## config.mk

```make
export PLATFORM = sky130hd
export DESIGN_NAME = muldiv_sequencer
export DESIGN_NICKNAME = d
export VERILOG_FILES = /design/src/rtl/muldiv_sequencer.sv
export SDC_FILE = /design/constraint.sdc
export NUM_CORES = 1
export LEC_CHECK = 0
export CAP_MARGIN = 20
export CORE_ASPECT_RATIO = 0.7
export CORE_MARGIN = 4
export CORE_UTILIZATION = 45
export CTS_CLUSTER_SIZE = 16
export DETAILED_ROUTE_END_ITERATION = 10
export GPL_TIMING_DRIVEN = 1
export HOLD_SLACK_MARGIN = 0.05
export PLACE_DENSITY = 0.66
export REMOVE_ABC_BUFFERS = 1
export SLEW_MARGIN = 20
export SYNTH_ARGS = -nofsm -noshare
export SYNTH_HDL_FRONTEND = slang
export SYNTH_SLANG_ARGS = --single-unit
export TNS_END_PERCENT = 1
```

## constraint.sdc

```tcl
create_clock -name i_clk -period 3.6 [get_ports i_clk]
set_input_delay 0.9 -clock i_clk [delete_from_list [all_inputs] [get_ports i_clk]]
set_output_delay 0.9 -clock i_clk [all_outputs]
set_load 0.01 [all_outputs]
```

## src/rtl/muldiv_sequencer.sv

```systemverilog
// muldiv_sequencer
// Iterative 32-bit multiply/divide unit. It also owns the HI/LO architectural
// registers. MULT/MULTU/DIV/DIVU take 33 busy cycles: 32 RUN iterations and
// one FIX cycle that applies the signs and commits HI/LO. MTHI/MTLO write the
// registers while the unit is idle.
//
// Ports:
//   i_clk, i_rst_n          clock, async active-low reset
//   i_start, i_op[1:0]      request: 00 MULT, 01 MULTU, 10 DIV, 11 DIVU
//   i_src_a, i_src_b        rs (multiplicand/dividend), rt (multiplier/divisor)
//   i_flush                 abort the in-flight op, block a same-cycle start
//   i_rd_req                decode holds MFHI/MFLO
//   i_wr_hi, i_wr_lo        MTHI/MTLO enables, data on i_wdata
//   o_hi, o_lo              HI/LO registers
//   o_busy, o_done          op in flight / one-cycle commit pulse
//   o_div_zero              sticky: last completed div had a zero divisor
//   o_stall                 busy & (start | rd_req | wr_hi | wr_lo)
module muldiv_sequencer (
  input  logic        i_clk,
  input  logic        i_rst_n,
  input  logic        i_start,
  input  logic [1:0]  i_op,
  input  logic [31:0] i_src_a,
  input  logic [31:0] i_src_b,
  input  logic        i_flush,
  input  logic        i_rd_req,
  input  logic        i_wr_hi,
  input  logic        i_wr_lo,
  input  logic [31:0] i_wdata,
  output logic [31:0] o_hi,
  output logic [31:0] o_lo,
  output logic        o_busy,
  output logic        o_done,
  output logic        o_div_zero,
  output logic        o_stall
);

  typedef enum logic [1:0] {S_IDLE = 2'd0, S_RUN = 2'd1, S_FIX = 2'd2} state_t;

  state_t      r_state, w_next;
  logic        r_is_div, r_sa, r_sb;
  logic [31:0] r_opnd;   // |multiplicand| for mul, |divisor| for div
  logic [63:0] r_acc;    // mul: {partial, multiplier}; div: {rem, dividend/quotient}
  logic [5:0]  r_cnt;
  logic [31:0] r_hi, r_lo;
  logic        r_done, r_div_zero;

  logic        w_accept, w_sa_in, w_sb_in;
  logic [31:0] w_abs_a, w_abs_b;
  logic [32:0] w_madd;
  logic [63:0] w_mul_nxt;
  logic [32:0] w_shift;
  logic [31:0] w_rem_sub;
  logic        w_ge;
  logic [63:0] w_div_nxt;
  logic [63:0] w_prod;
  logic [31:0] w_quo, w_rem;

  assign o_busy     = (r_state != S_IDLE);
  assign o_stall    = o_busy & (i_start | i_rd_req | i_wr_hi | i_wr_lo);
  assign o_hi       = r_hi;
  assign o_lo       = r_lo;
  assign o_done     = r_done;
  assign o_div_zero = r_div_zero;

  assign w_accept = (r_state == S_IDLE) & i_start & ~i_flush;

  // Only signed ops (op[0]==0) carry a sign; unsigned latch zero signs, so FIX
  // can apply its rules without looking at the op again.
  assign w_sa_in = ~i_op[0] & i_src_a[31];
  assign w_sb_in = ~i_op[0] & i_src_b[31];
  assign w_abs_a = w_sa_in ? (~i_src_a + 32'd1) : i_src_a;
  assign w_abs_b = w_sb_in ? (~i_src_b + 32'd1) : i_src_b;

  // Radix-2 shift-add: add the multiplicand to the upper half on LSB=1, shift right.
  assign w_madd    = {1'b0, r_acc[63:32]} + (r_acc[0] ? {1'b0, r_opnd} : 33'd0);
  assign w_mul_nxt = {w_madd, r_acc[31:1]};

  // Restoring divide. {rem, next dividend bit} can reach 33 bits, but when the
  // subtract succeeds the difference always fits in 32.
  assign w_shift   = r_acc[63:31];
  assign w_ge      = (w_shift >= {1'b0, r_opnd});
  assign w_rem_sub = w_shift[31:0] - r_opnd;
  assign w_div_nxt = {(w_ge ? w_rem_sub : w_shift[31:0]), r_acc[30:0], w_ge};

  assign w_prod = (r_sa ^ r_sb) ? (~r_acc + 64'd1) : r_acc;
  assign w_quo  = (r_sa ^ r_sb) ? (~r_acc[31:0] + 32'd1) : r_acc[31:0];
  assign w_rem  = r_sa ? (~r_acc[63:32] + 32'd1) : r_acc[63:32];

  always_ff @(posedge i_clk or negedge i_rst_n) begin
    if (!i_rst_n) r_state <= S_IDLE;
    else          r_state <= w_next;
  end

  always_comb begin
    w_next = r_state;
    case (r_state)
      S_IDLE:  if (w_accept) w_next = S_RUN;
      S_RUN:   if (i_flush) w_next = S_IDLE;
               else if (r_cnt == 6'd31) w_next = S_FIX;
      S_FIX:   w_next = S_IDLE;
      default: w_next = S_IDLE;
    endcase
  end

  always_ff @(posedge i_clk or negedge i_rst_n) begin
    if (!i_rst_n) begin
      r_is_div   <= 1'b0;
      r_sa       <= 1'b0;
      r_sb       <= 1'b0;
      r_opnd     <= '0;
      r_acc      <= '0;
      r_cnt      <= '0;
      r_hi       <= '0;
      r_lo       <= '0;
      r_done     <= 1'b0;
      r_div_zero <= 1'b0;
    end else begin
      r_done <= 1'b0;
      case (r_state)
        S_IDLE: begin
          if (w_accept) begin
            // A start wins over a same-cycle MTHI/MTLO.
            r_is_div <= i_op[1];
            r_sa     <= w_sa_in;
            r_sb     <= w_sb_in;
            r_opnd   <= i_op[1] ? w_abs_b : w_abs_a;
            r_acc    <= {32'd0, (i_op[1] ? w_abs_a : w_abs_b)};
            r_cnt    <= '0;
          end else begin
            if (i_wr_hi) r_hi <= i_wdata;
            if (i_wr_lo) r_lo <= i_wdata;
          end
        end
        S_RUN: begin
          if (!i_flush) begin
            r_acc <= r_is_div ? w_div_nxt : w_mul_nxt;
            r_cnt <= r_cnt + 6'd1;
          end
        end
        S_FIX: begin
          if (!i_flush) begin
            r_hi       <= r_is_div ? w_rem : w_prod[63:32];
            r_lo       <= r_is_div ? w_quo : w_prod[31:0];
            r_div_zero <= r_is_div & (r_opnd == 32'd0);
            r_done     <= 1'b1;
          end
        end
        default: ;
      endcase
    end
  end

endmodule

```

== After elaboration in Yosys (flattened, before gate mapping) ==
Cells that the tools add are included.
Word-level totals
  output and inout bits: 68
  bits of input ports: 105
  bits in registers: 173
  word-level logic and storage cells: 90
Operators by class
  $lt $le $gt $ge: 1
  mux-type cells: 32
  add/subtract/negate cells: 8
  reduce and logical (&&, ||, !) cells: 11
  bitwise operators: 17
  equal/unequal tests: 10
Operator list (number)
  2-to-1 mux 32 bit: 16
  2-to-1 mux 64 bit: 4
  adder 32 x 1 -> 32 bit, second input constant: 4
  inverter 32 bit: 4
  case mux 32 bit (2 select lines): 2
  case mux 64 bit (2 select lines): 1
  adder 64 x 1 -> 64 bit, second input constant: 1
  inverter 64 bit: 1
  adder 32 x 32 -> 33 bit: 1
  greater-or-equal comparator 33 x 32 -> 1 bit: 1
  logical NOT 32 bit: 1
  subtractor 32 bit: 1
  2-to-1 mux 6 bit: 2
  inequality test 2 bit, second input constant: 6
  case mux 6 bit (2 select lines): 1
  AND reduction 4 bit: 2
  adder 6 x 1 -> 6 bit, second input constant: 1
  AND 1 bit: 6
  == test 6 x 5 -> 1 bit, second input constant: 1
  2-to-1 mux 2 bit: 3
  AND reduction 2 bit: 3
  nonzero test 2 bit: 3
  case mux 2 bit (2 select lines): 1
  inequality test 3 bit, second input constant: 1
  other kinds (8): 12

== Longest topological paths before layout ==
  depth in word-level cells: 6
  mapped depth: 15
  depth with buffers taken out: 13

== Least setup slack after synthesis ==
No wires, ideal clock.
  kind: register to register
  start point: register r_acc[0]
  end point: register r_acc[59]
  stages on the path, launching flop included: 15
  required time: 3.469 ns
  setup time: 0.131 ns
  path buffers: 1
  slack: 0.300 ns
  arrival time: 3.168 ns
  period minus slack after synthesis: 3.300 ns
  cells stage by stage: dfrtp_1 > clkbuf_1 > and2_1 > ha_1 > inv_1 > fa_1 > nand2b_1 > a21oi_1 > o21ai_0 > o31ai_1 > a311oi_1 > o311ai_0 > xor2_1 > a222oi_1 > nand2_1
Between the ends
  word-level cells in the longest chain between the ends: 5
RTL lines
  start: declaration: line 43  | logic [63:0] r_acc;
  start signal: assignment: line 128  | r_acc <= {32'd0, (i_op[1] ? w_abs_a : w_abs_b)};
  start signal: assignment: line 137  | r_acc <= r_is_div ? w_div_nxt : w_mul_nxt;
  2-to-1 mux 32 bit: line 76  | assign w_madd = {1'b0, r_acc[63:32]} + (r_acc[0] ? {1'b0, r_opnd} : 33'd0);
  adder 32 x 32 -> 33 bit: line 76
  2-to-1 mux 64 bit: line 137
  2-to-1 mux 64 bit: line 136  | if (!i_flush) begin
  case mux 64 bit (2 select lines): line 120  | case (r_state)
Every way passes these cells. The select of a mux whose other input is x is not followed.
A chain may end at the register's enable or synchronous reset.

== Final worst setup path ==
  start point: register r_acc[0]
  end point: register r_acc[62]
The elaborated chain is that of the path after synthesis.

==> summary.md <==
| Metric | Value |
|---|---|
| Ys flop type | `dfrtp_1` |
| Share of cells above drive strength 1 | `11.07%` |
| Min cycle time layout | `approximately 3.5 ns` |
| Vias after detailed routing | `~16000` |
| Worst path bufs/invs | `6` |
| Syn Std Cell Area | `approximately 0.015 mm2` |
| Slew margin rel. | `between 20% and 30%` |
| Post-Syn Instances | `2009` |
| Mean routed wirelength per cell | `21.73 um` |
| H-tree level count | `4` |
| Clock Power Share | `about 15%` |
| Net Sw Frac | `between 40% and 50%` |
| Critical Path Sink Type | `register` |
| Slew Viols, Final | `0` |
| Post-route ant nets | `0` |
| Io pins | `between 150 and 200` |
| Gr usage total | `a little under a third` |
| Die extent in y | `between 150 and 200 um` |
| Vias in the first global route | `15170` |
| Worst VDD drop | `0.4680 mV` |
| Layout area overhead | `25.00%` |
| Setup ws final | `roughly 0.12 ns` |
| Worst-path clk slew | `0.08 ns` |
| Avg Synthesized Cell Area | `around 7.5 um2` |
| Final Core Density | `57.77%` |
| Reg2reg setup slack | `~0.12 ns` |
| Row count | `55` |
| Part of the power in registers | `between 20% and 30%` |
| Die area | `around 0.037 mm2` |
| Internal Pwr Total | `about 6900 uW` |
| Status | `completed` |
| Netlist cell types | `70` |
| Synth area leaders | `dfrtp_1 29%, a21oi_1 7.2%, nor2_1 6.7%` |
| Gate power share | `a little over three fifths` |
| Area leader, netlist | `dfrtp_1` |
| Final net count | `~2400` |
| Pin count of the biggest net entering global routing | `95` |
| Slowest library cell on the worst path | `or4_1` |
| Final period utilization | `between 90% and 100%` |
| Pwr Density | `about 700 mW/mm2` |
| Skew-Pair Late Insertion Delay | `approximately 0.46 ns` |
| # fillers | `roughly 3100` |
| Setup CP Type | `register to register` |
| Multi-input gate area | `0.01021 mm2` |
| P_sw | `6364 uW` |
| Post-DP HPWL | `46360 um` |
| Finished Layout Cells | `between 2000 and 3000` |
| Synth warn | `0` |
| First-pass GRT wire length | `89330 um` |
| Total CTS buffers | `17` |
| EDFF count, synth | `0` |
| Max incr delay on CP | `between 0.5 and 0.6 ns` |
| ANT cells | `0` |
| HP Class | `input port to asynchronous set/reset pin` |
| Static Leakage | `between 0.008 and 0.009 uW` |
| Max Clock Freq | `around 0.29 GHz` |
| RSZ-0062 raised after global routing | `yes` |
| Grt total ovfl | `0` |
| DRT iter0 DRCs | `between 1500 and 2000` |
| Drt via density | `6.089` |
| Worst reg2reg startpoint | `r_acc[0]` |
| DR pass1 iterations | `5` |
| Core area | `roughly 0.033 mm2` |
| Synth top area share | `about 29%` |
| Placed cells | `roughly 2700` |
| Final WL | `~58000 um` |
| FF+latch count, synth | `roughly 170` |
| Async S/R FF share, synth | `100.0%` |
| DRC | `0` |
| CP startpoint kind | `register` |
| CTS tree | `done` |
| CP Data Required Time | `slightly below 4 ns` |
| Starting Density | `~46%` |
| Clk root buf | `clkbuf_16` |
| # clock sinks | `approximately 170` |
| Crit path cell chain | `buf_4 > inv_1 > buf_12 > buf_12 > nor2_1 > ha_1 > inv_1 > nor3_1 > o211ai_1 > a21oi_2 > a211oi_1 > buf_4 > or4_1 > o22ai_1 > nand2_1 > o211ai_1` |
| CP arrival | `roughly 3.9 ns` |
| Port Buffers | `roughly 170` |
| Total negative setup slack | `0 ns` |
| Hold buffer count at cts | `0` |
| Resized Gates After CTS | `0` |
| Critical path fanouts, max | `14` |
| Register area | `around 0.0043 mm2` |
| Min Hold Slack | `0.3967 ns` |
| Setup Buffers After CTS | `0` |
| Hold Fails Final Rpt | `0` |
| CP delay by family, top | `simple AND/OR/NAND/NOR gates` |
| GP Congestion | `~1.0` |
| Max_cap viols | `0` |
| Setup Viol. Count Final | `0` |
| Part of the Yosys area used for sequential elements | `28.60%` |
| Actual slew at the worst max-slew pin | `around 1.1 ns` |
| Initial antenna violation count | `0` |
| Die width | `roughly 230 um` |
| Pre-CTS setup slack | `-0.2344 ns` |
| Clock Tree Buf Depth | `2` |
| Crit path from | `r_acc[0]` |
| Worst Skew | `0.01605 ns` |
-- power by group through the flow --
stage,clock [uW],combinational (uW),sequential (uW)
after floorplan,0,4790,3080
after global placement,0,7910,3020
after detailed placement,0,7990,3040
after CTS,1960,8040,3000
after global routing,2050,8970,3080
final,1950,8270,3030
-- path summary, 6_finish.rpt --
check,to,cells after the start
setup / recovery,r_acc[62],16
hold / removal,o_lo[3],1
setup reg to reg,r_acc[62],16
hold reg to reg,o_hi[6],2
max in group asynchronous,r_opnd[9],2
min in group i_clk,o_hi[6],2
-- stage by stage --
step | total power (uW) | area (um2)
final | 13240 | 18920
after global routing | 14100 | 18920
after CTS | 13000 | 18860
after detailed placement | 11030 | 18270
after global placement | 10930 | 18270
after floorplan | 7871 | 14670
-- kinds of logic after synthesis --
group / count (synthesis) / synth area share, %
and+or+nand+nor: 706 / 21.23
AOI/OAI and AO/OA: 655 / 26.36
buffers and inverters: 183 / 4.587
DFF: 173 / 28.60
xor gates and xnor gates: 172 / 9.951
adders and majority gates: 71 / 5.967
muxes: 49 / 3.306
-- sequential cells by signal, indices dropped and copies added (netlist names) --
name and flops:
r_state 2, o_done 1, r_opnd 32, o_div_zero 1
o_lo 32, r_is_div 1, o_hi 32, r_cnt 6
r_sb 1, r_sa 1, r_acc 64
-- synth_stat cells (all sizes together) (4+ instances only) --
cell / number
a31oi: 18
a311oi: 4
nor2b: 14
a211oi: 24
o41ai: 8
mux2i: 41
buf: 16
o2111ai: 4
o21a: 8
or2: 10
o221ai: 11
dfrtp: 173
ha: 69
a222oi: 4
or3: 15
a21oi: 219
o22ai: 6
nor2: 272
o21ai: 182
a21o: 43
and3: 11
o211ai: 19
nand4: 21
nor3b: 5
nand2: 205
nand3: 26
inv: 60
o21bai: 7
clkbuf: 107
nor3: 43
a22oi: 17
or4: 16
mux2: 8
nand2b: 19
and2: 13
nor4: 29
xnor2: 84
o31ai: 46
xor2: 88
a41oi: 5
-- area by class of cell --
type | instances | share of cell area (%)
multi-input cells | 1653 | 53.94
well taps | 427 | 2.823
clock inverters | 11 | 0.6281
flip-flops and latches | 173 | 22.88
repair buffers | 341 | 16.05
inverters | 60 | 1.190
clock buffers | 21 | 2.486
-- per-layer routing --
| layer | up-vias | GRT usage (%) | part of all wire [%] |
|---|---|---|---|
| li1 | 7683 | - | - |
| met1 | 7791 | 46.81 | 46 |
| met2 | 803 | 44.87 | 41 |
| met3 | 76 | 8.721 | 11 |
| met4 | 2 | 5.827 | 1.7 |
| met5 | - | 1.882 | 0.15 |
-- cell usage in the layout, fill, tap and decap left out, types with 10 or more instances in the layout --
cell type | Yosys | routed
nor2_1 | 272 | 269
a21oi_1 | 219 | 216
nand2_1 | 205 | 205
o21ai_0 | 175 | 174
dfrtp_1 | 173 | 172
clkdlybuf4s50_1 | 0 | 170
buf_4 | 0 | 165
xor2_1 | 88 | 88
xnor2_1 | 84 | 84
ha_1 | 69 | 69
inv_1 | 60 | 60
o31ai_1 | 46 | 45
a21o_1 | 43 | 43
nor3_1 | 42 | 42
mux2i_1 | 41 | 41
nor4_1 | 27 | 26
nand3_1 | 25 | 25
nand4_1 | 21 | 21
a211oi_1 | 24 | 21
o211ai_1 | 19 | 19
nand2b_1 | 19 | 17
a31oi_1 | 18 | 17
a22oi_1 | 17 | 17
clkbuf_16 | 0 | 17
or4_1 | 16 | 16
or3_1 | 14 | 14
and2_1 | 13 | 13
nor2b_1 | 14 | 13
and3_1 | 11 | 11
o221ai_1 | 11 | 11
or2_2 | 10 | 10
No activity file was read; power rests on OpenSTA's default activity.
